$ cat src/rtl/pdm_audio_pkg.sv
// Shared constants for the PDM audio path (decimator and pcm_to_pdm).
// PCM width, default decimation, offset constant and a clog2 helper.
package pdm_audio_pkg;

  localparam int PCM_W          = 16;
  localparam int DEF_DECIMATION = 64;
  localparam int PCM_OFFSET     = 1 << (PCM_W - 1);

  function automatic int clog2(input int v);
    int r;
    r = 0;
    while ((1 << r) < v) r++;
    return r;
  endfunction

endpackage

$ cat src/rtl/sd_mod1.sv
// First-order sigma-delta core: acc plus offset input, carry is the bit.
// Ports: pdm_clk, reset_n, en, x (signed W), pdm (registered bit).
module sd_mod1
  import pdm_audio_pkg::*;
#(
  parameter int W = PCM_W
) (
  input  logic                pdm_clk,
  input  logic                reset_n,
  input  logic                en,
  input  logic signed [W-1:0] x,
  output logic                pdm
);

  logic [W-1:0] acc;
  logic [W-1:0] u;
  logic [W:0]   s;

  // Adding 2^(W-1) mod 2^W is just an MSB flip.
  always_comb begin
    u = {~x[W-1], x[W-2:0]};
    s = {1'b0, acc} + {1'b0, u};
  end

  always_ff @(posedge pdm_clk or negedge reset_n) begin
    if (!reset_n) begin
      acc <= '0;
      pdm <= 1'b0;
    end else if (en) begin
      acc <= s[W-1:0];
      pdm <= s[W];
    end
  end

endmodule

$ cat src/rtl/pcm_to_pdm.sv
// PCM sample stream to 1-bit PDM, with handshake, phase and pcm_clk.
// Ports: pdm_clk, reset_n, pcm/pcm_valid/pcm_ready, pdm, pcm_clk,
// underrun. Macro PCM_TO_PDM_INTERP_LINEAR_EN adds linear interpolation.
module pcm_to_pdm
  import pdm_audio_pkg::*;
#(
  parameter int DECIMATION = DEF_DECIMATION,
  parameter int PCM_W      = pdm_audio_pkg::PCM_W
) (
  input  logic                    pdm_clk,
  input  logic                    reset_n,
  input  logic signed [PCM_W-1:0] pcm,
  input  logic                    pcm_valid,
  output logic                    pcm_ready,
  output logic                    pdm,
  output logic                    pcm_clk,
  output logic                    underrun
);

  localparam int L = clog2(DECIMATION);
  localparam logic [L-1:0] PH_LAST = L'(DECIMATION - 1);
  localparam logic [L-1:0] PH_MID  = L'(DECIMATION / 2);

  logic [L-1:0]             phase;
  logic                     bnd;
  logic                     xfer;
  logic                     ld;
  logic                     buf_full;
  logic signed [PCM_W-1:0]  pbuf;
  logic signed [PCM_W-1:0]  x;

  assign pcm_ready = !buf_full;
  assign bnd       = (phase == PH_LAST);
  assign xfer      = pcm_valid && !buf_full;
  assign ld        = bnd && buf_full;

  always_ff @(posedge pdm_clk or negedge reset_n) begin
    if (!reset_n) begin
      phase    <= '0;
      buf_full <= 1'b0;
      pbuf     <= '0;
      underrun <= 1'b0;
      pcm_clk  <= 1'b0;
    end else begin
      phase    <= phase + 1'b1;
      underrun <= bnd && !buf_full;
      // An empty-buffer boundary may still accept a sample.
      if (ld) begin
        buf_full <= 1'b0;
      end else if (xfer) begin
        buf_full <= 1'b1;
        pbuf     <= pcm;
      end
      if (bnd) begin
        pcm_clk <= 1'b0;
      end else if (phase == PH_MID) begin
        pcm_clk <= 1'b1;
      end
    end
  end

`ifdef PCM_TO_PDM_INTERP_LINEAR_EN
  logic signed [PCM_W-1:0]   prev;
  logic signed [PCM_W:0]     step;
  logic signed [PCM_W+L-1:0] xs;

  always_ff @(posedge pdm_clk or negedge reset_n) begin
    if (!reset_n) begin
      prev <= '0;
      step <= '0;
      xs   <= '0;
    end else begin
      xs <= xs + {{(L-1){step[PCM_W]}}, step};
      if (ld) begin
        step <= {pbuf[PCM_W-1], pbuf}
              - {prev[PCM_W-1], prev};
        prev <= pbuf;
      end else if (bnd) begin
        step <= '0;
      end
    end
  end

  // xs carries DECIMATION times the sample; drop the fraction.
  assign x = xs[PCM_W+L-1:L];
`else
  logic signed [PCM_W-1:0] cur;

  always_ff @(posedge pdm_clk or negedge reset_n) begin
    if (!reset_n) begin
      cur <= '0;
    end else if (ld) begin
      cur <= pbuf;
    end
  end

  assign x = cur;
`endif

  sd_mod1 #(
    .W (PCM_W)
  ) u_mod (
    .pdm_clk (pdm_clk),
    .reset_n (reset_n),
    .en      (1'b1),
    .x       (x),
    .pdm     (pdm)
  );

endmodule

$ cat config.mk
export PLATFORM = sky130hd
export DESIGN_NAME = pcm_to_pdm
export DESIGN_NICKNAME = d
export VERILOG_FILES = /design/src/rtl/pdm_audio_pkg.sv /design/src/rtl/sd_mod1.sv /design/src/rtl/pcm_to_pdm.sv
export SDC_FILE = /design/constraint.sdc
export NUM_CORES = 1
export LEC_CHECK = 0
export CAP_MARGIN = 20
export CORE_ASPECT_RATIO = 1.4
export CORE_MARGIN = 10
export CORE_UTILIZATION = 50
export DETAILED_ROUTE_END_ITERATION = 6
export PLACE_DENSITY = 0.79
export RECOVER_POWER = 100
export SYNTH_ARGS = -nofsm -noshare
export SYNTH_HDL_FRONTEND = slang
export SYNTH_SLANG_ARGS = --single-unit
$ cat constraint.sdc
create_clock -name pdm_clk -period 3.7 [get_ports pdm_clk]
set_clock_uncertainty 0.05 [all_clocks]
set_input_delay 0.74 -clock pdm_clk [delete_from_list [all_inputs] [get_ports pdm_clk]]
set_output_delay 0.74 -clock pdm_clk [all_outputs]
set_load 0.01 [all_outputs]
### After elaboration in Yosys (flattened, before gate mapping)

Cells that the tools add are included.

* bits in registers: 58
* bits in latches: 0
* RAM bits: 0
* bits in read-only memories: 0
* bits of input ports: 19
* output and inout bits: 4
* word-level logic and storage cells: 25
* memories: 0

* $add $sub $neg: 2
* multipliers: 0
* div/mod/pow operators: 0
* order comparisons: 0
* eq/ne operators: 2
* shift-type cells: 0
* multiplexer cells: 4
* bitwise logic cells: 2
* reductions and logical operators: 7

Operators by type and width (number)
* 16-bit by 16-bit adder with 17-bit output: 1
* 6-bit == test, second input constant: 2
* 6-bit by 1-bit adder with 6-bit output, second input constant: 1
* 1-bit 2-to-1 mux: 4
* 2-bit nonzero test: 2
* 1-bit logical AND: 3
* 1-bit NOT: 2
* 2-bit AND reduction: 1
* 1-bit zero test: 1

### Logic depth before layout (Yosys ltp)

Gate-level depths: netlist of the first run.

* depth after elaboration: 4
* gate-level depth with buffers: 8
* depth with buffers taken out: 8

### Cells and area by module

Synthesis of the first run repeated with hierarchy kept, for this count alone.

* cells, all modules: 255
* area, all modules: 3093.0 um^2

By module, submodules not included
* pcm_to_pdm: times used 1, cells an instance 99, area each 1617.8 um^2, seq. area each 1026.0 um^2
* sd_mod1: times used 1, cells an instance 156, area each 1475.2 um^2, seq. area each 425.4 um^2

### Least setup slack after synthesis of the first run

No wires, ideal clock.

* path kind: register to register
* from: reg cur[0]
* to: reg u_mod.pdm
* library setup time: 0.118 ns
* arrival time: 2.009 ns
* data required time: 3.532 ns
* setup slack: 1.523 ns
* cell stages (with the launch flop): 9
* buffers on the path: 0
* period minus slack after synthesis: 2.177 ns
* cells stage by stage: dfrtp_1 ha_1 fa_1 a21oi_1 o221ai_2 a211oi_2 nor2_1 a21o_1 a21o_1

* cells in the longest elaborated chain, start to end: 1

Ends and longest elaborated chain
* start: declaration: RTL line pcm_to_pdm.sv:87 `logic signed [PCM_W-1:0] cur;`
* start signal: assignment: RTL line pcm_to_pdm.sv:93 `cur <= pbuf;`
* 16-bit by 16-bit adder with 17-bit output: RTL line sd_mod1.sv:22 `s = {1'b0, acc} + {1'b0, u};`
* via u_mod.s[16]: RTL line sd_mod1.sv:17 `logic [W:0] s;`
* end signal: assignment: RTL line sd_mod1.sv:31 `pdm <= s[W];`
* end: declaration: RTL line sd_mod1.sv:12 `output logic pdm`

The timed path passes the listed nets, and every way through them passes these cells.
A chain may end at the register's enable or synchronous reset.

### Worst setup path after layout of the first run

Same ends and word-level chain as after synthesis.

==> impl_metrics.env, run 1 <==
export IMPL_status="completed"
export IMPL_initial_core_util=0.516
export IMPL_cts_buffers=9
export IMPL_synth_cells=204
export IMPL_yosysSeqAreaShare=0.546
export IMPL_tritoncts="built"
export IMPL_rsz0062_at_grt="no"
export IMPL_drc=0
export IMPL_yosys_area_top_type_share=0.546
export IMPL_final_setup_tns_ps=0
export IMPL_gp_congestion=0.791
export IMPL_gr_usage_met2=0.191
export IMPL_grt_pass1_vias=1777
export IMPL_cts_root_buffer="clkbuf_8"
export IMPL_cp_start_kind="register"
export IMPL_powerDensity_nw_per_um2=444
export IMPL_slew_headroom=0.295
export IMPL_htreeDepth=3
export IMPL_r2r_slack_ps=1160
export IMPL_final_layout_size_suffix_gt1_frac=0.203
export IMPL_antenna_cells=0
export IMPL_dieArea_um2=8680
export IMPL_core_area_um2=5160
export IMPL_grt_usage=0.117
export IMPL_synth_compound_area_frac=0.0851
export IMPL_yosysWarningCount=0
export IMPL_grt_overflow_total=0
export IMPL_crit_fanout=3
export IMPL_critPathArrivalTime_ps=2710
export IMPL_path_class="register to register"
export IMPL_final_common_cell="dfrtp_1"
export IMPL_clk_latency_ps=340
export IMPL_maxCapViolCount=0
export IMPL_synth_top_cells_by_area="dfrtp_1, mux2_2, ha_1"
export IMPL_final_setup_viol_count=0
export IMPL_vias=1633
export IMPL_yosysTopAreaCell="dfrtp_1"
export IMPL_dp_hpwl_um=3210
export IMPL_cts_path_max_buffers=2
export IMPL_finalNonFillerCells=307
export IMPL_synthSimpleGateAreaFrac=0.0706
export IMPL_pin_count=23
export IMPL_holdBufCountCts=0
export IMPL_syn_avg_cell_area_um2=13.0
export IMPL_synthToLayoutAreaGrowth_pct=18.6
export IMPL_fin_area_um2=3150
export IMPL_drt_iter0_drc=84
export IMPL_hp_class="register to register"
export IMPL_layout_common_cells="dfrtp_1, mux2_2, ha_1"
export IMPL_synth_xor_xnor_area_share=0.0560
export IMPL_synthesis_nets=242
export IMPL_period_share=0.686
export IMPL_grt_pass1_wl_um=7890
export IMPL_final_setup_worst_slack_ps=1160
export IMPL_dr_pass1_iters=6
export IMPL_nets=274
export IMPL_p_leak_nw=1.60
export IMPL_crit_path_end_kind="register"
export IMPL_drt_wl_total_um=4520
export IMPL_core_rowCount=31
export IMPL_grtUsageMet1=0.131
export IMPL_ys_types=33
export IMPL_synth_mux_area_frac=0.135
export IMPL_grt_max_degree=40
export IMPL_ant_nets=0
export IMPL_synth_fa_ha_area_frac=0.0922
export IMPL_antenna_found_initial=0
export IMPL_avgRoutedWirePerCell_um=14.7
export IMPL_fmax_mhz=394
export IMPL_cts_sinks=58
export IMPL_post_route_util=0.611
export IMPL_dp_cells=291
export IMPL_synth_top_family_by_area="multiplexers"
export IMPL_cts_setup_buffers=0
export IMPL_cp_required_ps=3880
export IMPL_cts_resized=0
export IMPL_dpl_cell_area_um2=2960
export IMPL_finalHoldViolCount=0
export IMPL_portBuffers=22
export IMPL_viasPerCell=5.32
export IMPL_grt_use_met3=0.0320
export IMPL_worstMarginPinSlew_ps=1060
export IMPL_clkTransAtPathRegs_ps=70
export IMPL_busiest_layer="met2"
export IMPL_fin_crit_ps=2540
export IMPL_syn_area_um2=2660
export IMPL_place_ws_ps=1330
export IMPL_ys_seq_elements=58
export IMPL_die_width_um=81.6
export IMPL_slew_viol_final=0
export IMPL_irDropWorstVdd_uv=509
export IMPL_die_h_um=106
==> where the power goes <==
part           internal (mW)  switching, mW
clock network          0.433          0.247
logic                 0.0322         0.0186
registers              0.657         0.0111
==> worst paths after layout <==
path	start	end	depth (start not counted)
worst max-delay path	cur[0]$_DFFE_PN0P_	u_mod.pdm$_DFF_PN0_	8
worst min-delay path	u_mod.acc[0]$_DFF_PN0_	u_mod.acc[0]$_DFF_PN0_	1
worst max register to register	cur[0]$_DFFE_PN0P_	u_mod.pdm$_DFF_PN0_	8
worst min register to register	u_mod.acc[0]$_DFF_PN0_	u_mod.acc[0]$_DFF_PN0_	1
max in group asynchronous	reset_n	u_mod.pdm$_DFF_PN0_	2
min in group asynchronous	reset_n	pbuf[1]$_DFFE_PN0P_	1
==> synth_stat cells (all sizes together) <==
| cell type | count |
|---|---|
| dfrtp | 58 |
| mux2 | 32 |
| ha | 18 |
| a21oi | 10 |
| xor2 | 9 |
| nand2 | 8 |
| xnor2 | 8 |
| inv | 7 |
| nor2 | 7 |
| o21ai | 7 |
| and3 | 5 |
| nand3 | 5 |
| a211oi | 4 |
| a21o | 4 |
| nor3 | 3 |
| a31oi | 2 |
| buf | 2 |
| nand4 | 2 |
| o21a | 2 |
| a21boi | 1 |
| a32o | 1 |
| and2 | 1 |
| clkbuf | 1 |
| fa | 1 |
| nand2b | 1 |
| nor2b | 1 |
| nor3b | 1 |
| o21bai | 1 |
| o221ai | 1 |
| or2 | 1 |
==> cell families (layout without fill, tap and decap cells) <==
kind of cell | Yosys count | in the layout
DFF | 58 | 58
and+or+nand+nor | 35 | 35
AOI/OAI and AO/OA | 33 | 33
muxes | 32 | 32
adders and majority gates | 19 | 19
xor gates and xnor gates | 17 | 17
buffers and inverters | 10 | 47
==> state kept, by name (all words and copies together) (netlist names) <==
name and flops:
cur 16, pbuf 16, u_mod.acc 16, phase 6, buf_full 1, pcm_clk 1, u_mod.pdm 1, underrun 1
==> layout make-up <==
cell class / instances / area [µm²]
Timing Repair Buffer: 24 / 223
Inverter: 7 / 26.3
Multi-Input combinational cell: 136 / 1130
Fill cell: 406 / 2000
Sequential cell: 58 / 1450
Clock inverter: 4 / 72.6
Clock buffer: 12 / 165
Tap cell: 66 / 82.6
==> critical path, cell delays in order, from the launching register on <==
cell      delay [ps]
dfrtp_1          380
ha_1             220
fa_1             410
a21oi_1          270
o221ai_1         200
a211oi_1         410
nor2_1           110
a21o_1           190
a21o_1           160
==> metal layers <==
metal  vias up  part of all wire  wire length (µm)
met3        11             0.032               146
li1        791                 -                 -
met2        25              0.51              2310
met4         0             0.025               111
met5         -                 0                 0
met1       806              0.43              1950
==> stage by stage <==
stage	hold WS [ps]	power, mW
6_report	422	1.40
5_1_grt	452	1.44
4_1_cts	285	1.41
3_5_place_dp	411	0.733
3_3_place_gp	402	0.731
2_1_floorplan	393	0.696
Note: power is estimated with default switching activity, not from simulation.
==> run 2, diff against run 1 <==
--- a/config.mk
+++ b/config.mk
@@ -10,7 +10,7 @@
 export CORE_MARGIN = 10
 export CORE_UTILIZATION = 50
 export DETAILED_ROUTE_END_ITERATION = 6
-export PLACE_DENSITY = 0.79
+export PLACE_DENSITY = 0.81
 export RECOVER_POWER = 100
 export SYNTH_ARGS = -nofsm -noshare
 export SYNTH_HDL_FRONTEND = slang
==> constraint.sdc (replaced) <==
create_clock -name pdm_clk -period 2.2 [get_ports pdm_clk]
set_clock_uncertainty 0.05 [all_clocks]
set_input_delay 0.44 -clock pdm_clk [delete_from_list [all_inputs] [get_ports pdm_clk]]
set_output_delay 0.44 -clock pdm_clk [all_outputs]
set_load 0.01 [all_outputs]
==> impl_metrics.env, run 2 (synthesis results as in run 1) <==
export IMPL_status="completed"
export IMPL_dr_pass1_iters=4
export IMPL_p_leak_nw=1.60
export IMPL_core_area_um2=5160
export IMPL_dieArea_um2=8680
export IMPL_powerDensity_nw_per_um2=642
export IMPL_slew_viol_final=0
export IMPL_vias=1655
export IMPL_dpl_cell_area_um2=3010
export IMPL_period_share=0.968
export IMPL_synthToLayoutAreaGrowth_pct=19.9
export IMPL_hp_class="register to register"
export IMPL_dp_hpwl_um=3180
export IMPL_final_common_cell="dfrtp_1"
export IMPL_finalHoldWorstSlack_ps=437
export IMPL_avgRoutedWirePerCell_um=14.7
export IMPL_path_class="register to register"
export IMPL_final_setup_viol_count=0
export IMPL_dp_cells=296
export IMPL_tritoncts="built"
export IMPL_max_stage_delay_ps=400
export IMPL_antenna_found_initial=0
export IMPL_crit_path_frequent_cell="a21o_1"
export IMPL_maxCapViolCount=0
export IMPL_grt_overflow_total=0
export IMPL_final_setup_tns_ps=0
export IMPL_gp_congestion=0.856
export IMPL_antenna_cells=0
export IMPL_grt_usage=0.116
export IMPL_crit_fanout=2
export IMPL_cp_required_ps=2370
export IMPL_finalHoldViolCount=0
export IMPL_grt_pass1_wl_um=7930
export IMPL_grt_max_degree=59
export IMPL_htreeDepth=3
export IMPL_rsz0062_at_grt="yes"
export IMPL_cts_path_max_buffers=2
export IMPL_finalNonFillerCells=312
export IMPL_multiInputGateArea_um2=1190
export IMPL_portBuffers=22
export IMPL_total_power_mw=2.05
export IMPL_final_layout_size_suffix_gt1_frac=0.248
export IMPL_drt_wl_total_um=4580
export IMPL_critPathArrivalTime_ps=2300
export IMPL_fin_area_um2=3190
export IMPL_cp_cell_sequence="ha_2 -> fa_2 -> a21oi_4 -> o221ai_4 -> a211oi_2 -> nor2_1 -> a21o_1 -> a21o_1"
export IMPL_initial_core_util=0.516
export IMPL_nets=280
export IMPL_pin_count=23
export IMPL_clkTransAtPathRegs_ps=60
export IMPL_cp_start_kind="register"
export IMPL_slew_headroom=0.0757
export IMPL_top_regs="cur: 16 flops, pbuf: 16 flops, u_mod.acc: 16 flops"
export IMPL_seq_area_um2=1450
export IMPL_fin_crit_ps=2130
export IMPL_drt_iter0_drc=96
export IMPL_grt_pass1_vias=1822
export IMPL_critPathSlowestCell="fa_2"
export IMPL_ant_nets=0
export IMPL_cts_buffers=9
export IMPL_layout_common_cells="dfrtp_1, mux2_2, ha_1, clkdlybuf4s50_1, clkbuf_8"
export IMPL_drc=0
export IMPL_fillers=401
export IMPL_viasPerCell=5.30
export IMPL_die_h_um=106
export IMPL_crit_family="compound AO/OA/AOI/OAI gates"
export IMPL_core_rowCount=31
export IMPL_worstMarginPinSlew_ps=1390
export IMPL_irDropWorstVdd_uv=457
export IMPL_fmax_mhz=470
export IMPL_critPathBufInv=0
export IMPL_cts_root_buffer="clkbuf_8"
export IMPL_crit_path_end_kind="register"
export IMPL_die_width_um=81.6
export IMPL_clk_latency_ps=320
export IMPL_cts_sinks=58
==> run 2: cell count changes in the layout (fill, tap and decap cells not counted), moves of 2 or more <==
cell	previous run	this run
a211oi_1	4	2
a211oi_2	0	2
a21oi_1	10	8
a21oi_4	0	2
buf_4	0	5
bufinv_16	2	0
clkinv_2	1	3
o21ai_0	7	5
o21ai_1	0	2
==> run 2: per-layer routing <==
metal | routed length [µm] | GRT usage
met1 | 1910 | 0.130
met2 | 2430 | 0.192
met3 | 135 | 0.0253
met4 | 109 | 0.0720
met5 | 0 | 0
==> run 2: final timing paths <==
check | slack, ps | from | endpoint | depth (start not counted)
setup reg to reg | 70 | cur[0]$_DFFE_PN0P_ | u_mod.pdm$_DFF_PN0_ | 8
setup / recovery | 70 | cur[0]$_DFFE_PN0P_ | u_mod.pdm$_DFF_PN0_ | 8
min in group asynchronous | 470 | reset_n | cur[1]$_DFFE_PN0P_ | 2
max in group asynchronous | 800 | reset_n | pbuf[11]$_DFFE_PN0P_ | 2
hold / removal | 440 | pcm_clk$_DFFE_PN0P_ | pcm_clk$_DFFE_PN0P_ | 1
hold reg to reg | 440 | pcm_clk$_DFFE_PN0P_ | pcm_clk$_DFFE_PN0P_ | 1
==> run 2: layout make-up <==
type | count | area share
Clock buffer | 12 | 0.0486
Clock inverter | 3 | 0.00471
Inverter | 7 | 0.00824
Multi-Input combinational cell | 136 | 0.375
Sequential cell | 58 | 0.455
Tap cell | 66 | 0.0259
Timing Repair Buffer | 30 | 0.0831
==> run 2: worst reg2reg max path, delay by kind of cell (launching register included) <==
family	cells	cell delay, ps
simple gates	1	80
compound gates	5	910
fa+ha+maj	2	600
flops	1	380
==> run 2: through the flow <==
step           utilization  setup WS [ps]
5_1_grt              0.618          -16.1
3_3_place_gp         0.583           23.6
3_5_place_dp         0.583          -23.3
4_1_cts              0.617           10.6
6_report             0.618           70.8
2_1_floorplan            -           23.0
==> run 2: where the power goes <==
| part | switching (mW) | internal (mW) | leakage, nW | total [mW] |
|---|---|---|---|---|
| Combinational | 0.0321 | 0.0544 | 0.757 | 0.0865 |
| Clock | 0.379 | 0.458 | 0.0920 | 0.837 |
| Sequential | 0.0195 | 1.11 | 0.750 | 1.12 |
==> run 2: timing repair <==
item / CTS / global route
endpoints found under the setup margin: 2 / 3
gates resized for setup: 1 / 7
buffers inserted: 0 / 1
hold buffers: 0 / 0
pin swaps: 0 / 4
==> run 3, diff against run 2 <==
--- a/config.mk
+++ b/config.mk
@@ -10,7 +10,8 @@
 export CORE_MARGIN = 10
 export CORE_UTILIZATION = 50
 export DETAILED_ROUTE_END_ITERATION = 6
-export PLACE_DENSITY = 0.81
+export DONT_BUFFER_PORTS = 1
+export PLACE_DENSITY = 0.76
 export RECOVER_POWER = 100
 export SYNTH_ARGS = -nofsm -noshare
 export SYNTH_HDL_FRONTEND = slang
==> impl_metrics.env, run 3 (synthesis results as in run 1) <==
export IMPL_htreeDepth=3
export IMPL_viasPerCell=5.43
export IMPL_cts_sinks=58
export IMPL_drt_wl_total_um=4410
export IMPL_cts_path_max_buffers=2
export IMPL_gp_congestion=0.883
export IMPL_tritoncts="built"
export IMPL_final_setup_viol_count=0
export IMPL_initial_core_util=0.516
export IMPL_clk_latency_ps=330
export IMPL_dieArea_um2=8680
export IMPL_cp_required_ps=2380
export IMPL_grt_pass1_vias=1785
export IMPL_die_h_um=106
export IMPL_antenna_cells=0
export IMPL_dpl_cell_area_um2=2770
export IMPL_clkTransAtPathRegs_ps=60
export IMPL_cp_start_kind="register"
export IMPL_drc=0
export IMPL_p_leak_nw=1.53
export IMPL_grt_pass1_wl_um=7860
export IMPL_dr_pass1_iters=4
export IMPL_sw_frac_of_total=0.214
export IMPL_layout_common_cells="dfrtp_1, mux2_2, ha_1"
export IMPL_powerDensity_nw_per_um2=660
export IMPL_core_rowCount=31
export IMPL_cts_root_buffer="clkbuf_8"
export IMPL_critPathArrivalTime_ps=2290
export IMPL_finalHoldViolCount=0
export IMPL_dp_hpwl_um=3070
export IMPL_final_setup_worst_slack_ps=87.4
export IMPL_path_class="register to register"
export IMPL_fillers=413
export IMPL_comb_power_share=0.031
export IMPL_core_area_um2=5160
export IMPL_vias=1579
export IMPL_clkPwrFrac=0.403
export IMPL_synthToLayoutAreaGrowth_pct=13.2
export IMPL_maxCapViolCount=0
export IMPL_slew_headroom=0.763
export IMPL_ant_nets=0
export IMPL_drt_iter0_drc=57
export IMPL_fin_area_um2=3010
export IMPL_nets=260
export IMPL_worstMarginPinSlew_ps=355
export IMPL_slew_viol_final=0
export IMPL_grt_max_degree=59
export IMPL_die_width_um=81.6
export IMPL_hp_class="input port to register"
export IMPL_pwr_share_seq=0.566
export IMPL_irDropWorstVdd_uv=528
export IMPL_top_regs="cur: 16 flops, pbuf: 16 flops, u_mod.acc: 16 flops"
export IMPL_status="completed"
export IMPL_fmax_mhz=473
export IMPL_place_ws_ps=-61.0
export IMPL_crit_path_end_kind="register"
export IMPL_cts_buffers=9
export IMPL_final_common_cell="dfrtp_1"
export IMPL_avgRoutedWirePerCell_um=15.2
export IMPL_pin_count=23
export IMPL_rsz0062_at_grt="yes"
export IMPL_grt_usage=0.117
export IMPL_p_int_mw=1.56
export IMPL_final_layout_size_suffix_gt1_frac=0.284
export IMPL_portBuffers=0
export IMPL_period_share=0.960
export IMPL_fin_crit_ps=2110
export IMPL_antenna_found_initial=0
export IMPL_final_setup_tns_ps=0
export IMPL_power_switching_mw=0.426
export IMPL_grt_overflow_total=0
export IMPL_crit_fanout=3
-- run 3: cell count changes in the layout (fill, tap and decap cells not counted), sizes merged --
cell	before	now
buf	6	9
clkbuf	15	11
clkdlybuf4s50	17	0
clkinv	3	2
clkinvlp	0	1
dlygate4sd3	4	1
-- run 3: worst max-delay path, stage by stage (launching register included) --
cell and delay [ps]:
dfrtp_1 400, ha_4 170, fa_2 370, a21oi_2 190, o221ai_2 160, a211oi_2 290
nor2_2 70, a21o_1 160, a21o_1 150
-- run 3: metrics by stage --
| step | hold slack, ps | total power, mW | instances | utilization |
|---|---|---|---|---|
| final | 171 | 1.99 | 291 | 0.584 |
| after CTS | 157 | 2.02 | 288 | 0.575 |
| after global routing | 162 | 2.07 | 291 | 0.584 |
| after floorplan | 94.4 | 1.17 | 204 | - |
| after global placement | 96.3 | 1.18 | 272 | 0.536 |
| after detailed placement | 96.4 | 1.18 | 272 | 0.536 |
-- run 3: what timing repair did --
| item | 4_1_cts | 5_1_grt |
|---|---|---|
| hold buffers | 2 | 0 |
| endpoints found under the hold margin | 58 | 0 |
| endpoints found under the setup margin | 3 | 3 |
| buffers inserted | 0 | 3 |
| gates cloned | 0 | 0 |
| pin swaps | 1 | 10 |
| resized for setup | 1 | 6 |
-- run 3: final cells by class --
type                            count  area (µm²)  share of cell area
Clock buffer                       11         141              0.0470
Tap cell                           66        82.6              0.0274
Multi-Input combinational cell    136        1190               0.397
Timing Repair Buffer               10        97.6              0.0324
Clock inverter                      3        17.5             0.00582
Inverter                            7        26.3             0.00873
Sequential cell                    58        1450               0.482
-- run 3: power by group through the flow --
stage	clock network [mW]	registers, mW	logic [mW]
final	0.801	1.12	0.0623
after global routing	0.869	1.13	0.0704
after CTS	0.827	1.12	0.0646
after detailed placement	0	1.14	0.0361
after global placement	0	1.14	0.0342
after floorplan	0	1.14	0.0336
-- run 3: path summary, 6_finish.rpt --
check | start | to | slack [ps] | cells past startpoint
worst max-delay path | cur[0]$_DFFE_PN0P_ | u_mod.pdm$_DFF_PN0_ | 90 | 8
worst min-delay path | pcm_valid | buf_full$_DFFE_PN0P_ | 170 | 1
max in group asynchronous | reset_n | u_mod.acc[12]$_DFF_PN0_ | 1290 | 2
min in group asynchronous | reset_n | pbuf[2]$_DFFE_PN0P_ | 560 | 2
worst max register to register | cur[0]$_DFFE_PN0P_ | u_mod.pdm$_DFF_PN0_ | 90 | 8
worst min register to register | phase[0]$_DFF_PN0_ | phase[0]$_DFF_PN0_ | 450 | 1
-- run 3: per-layer routing --
metal	global-route usage	up-vias	share of wire
li1	-	764	-
met1	0.121	783	0.41
met2	0.188	23	0.52
met3	0.0422	9	0.040
met4	0.0878	0	0.029
met5	0	-	0
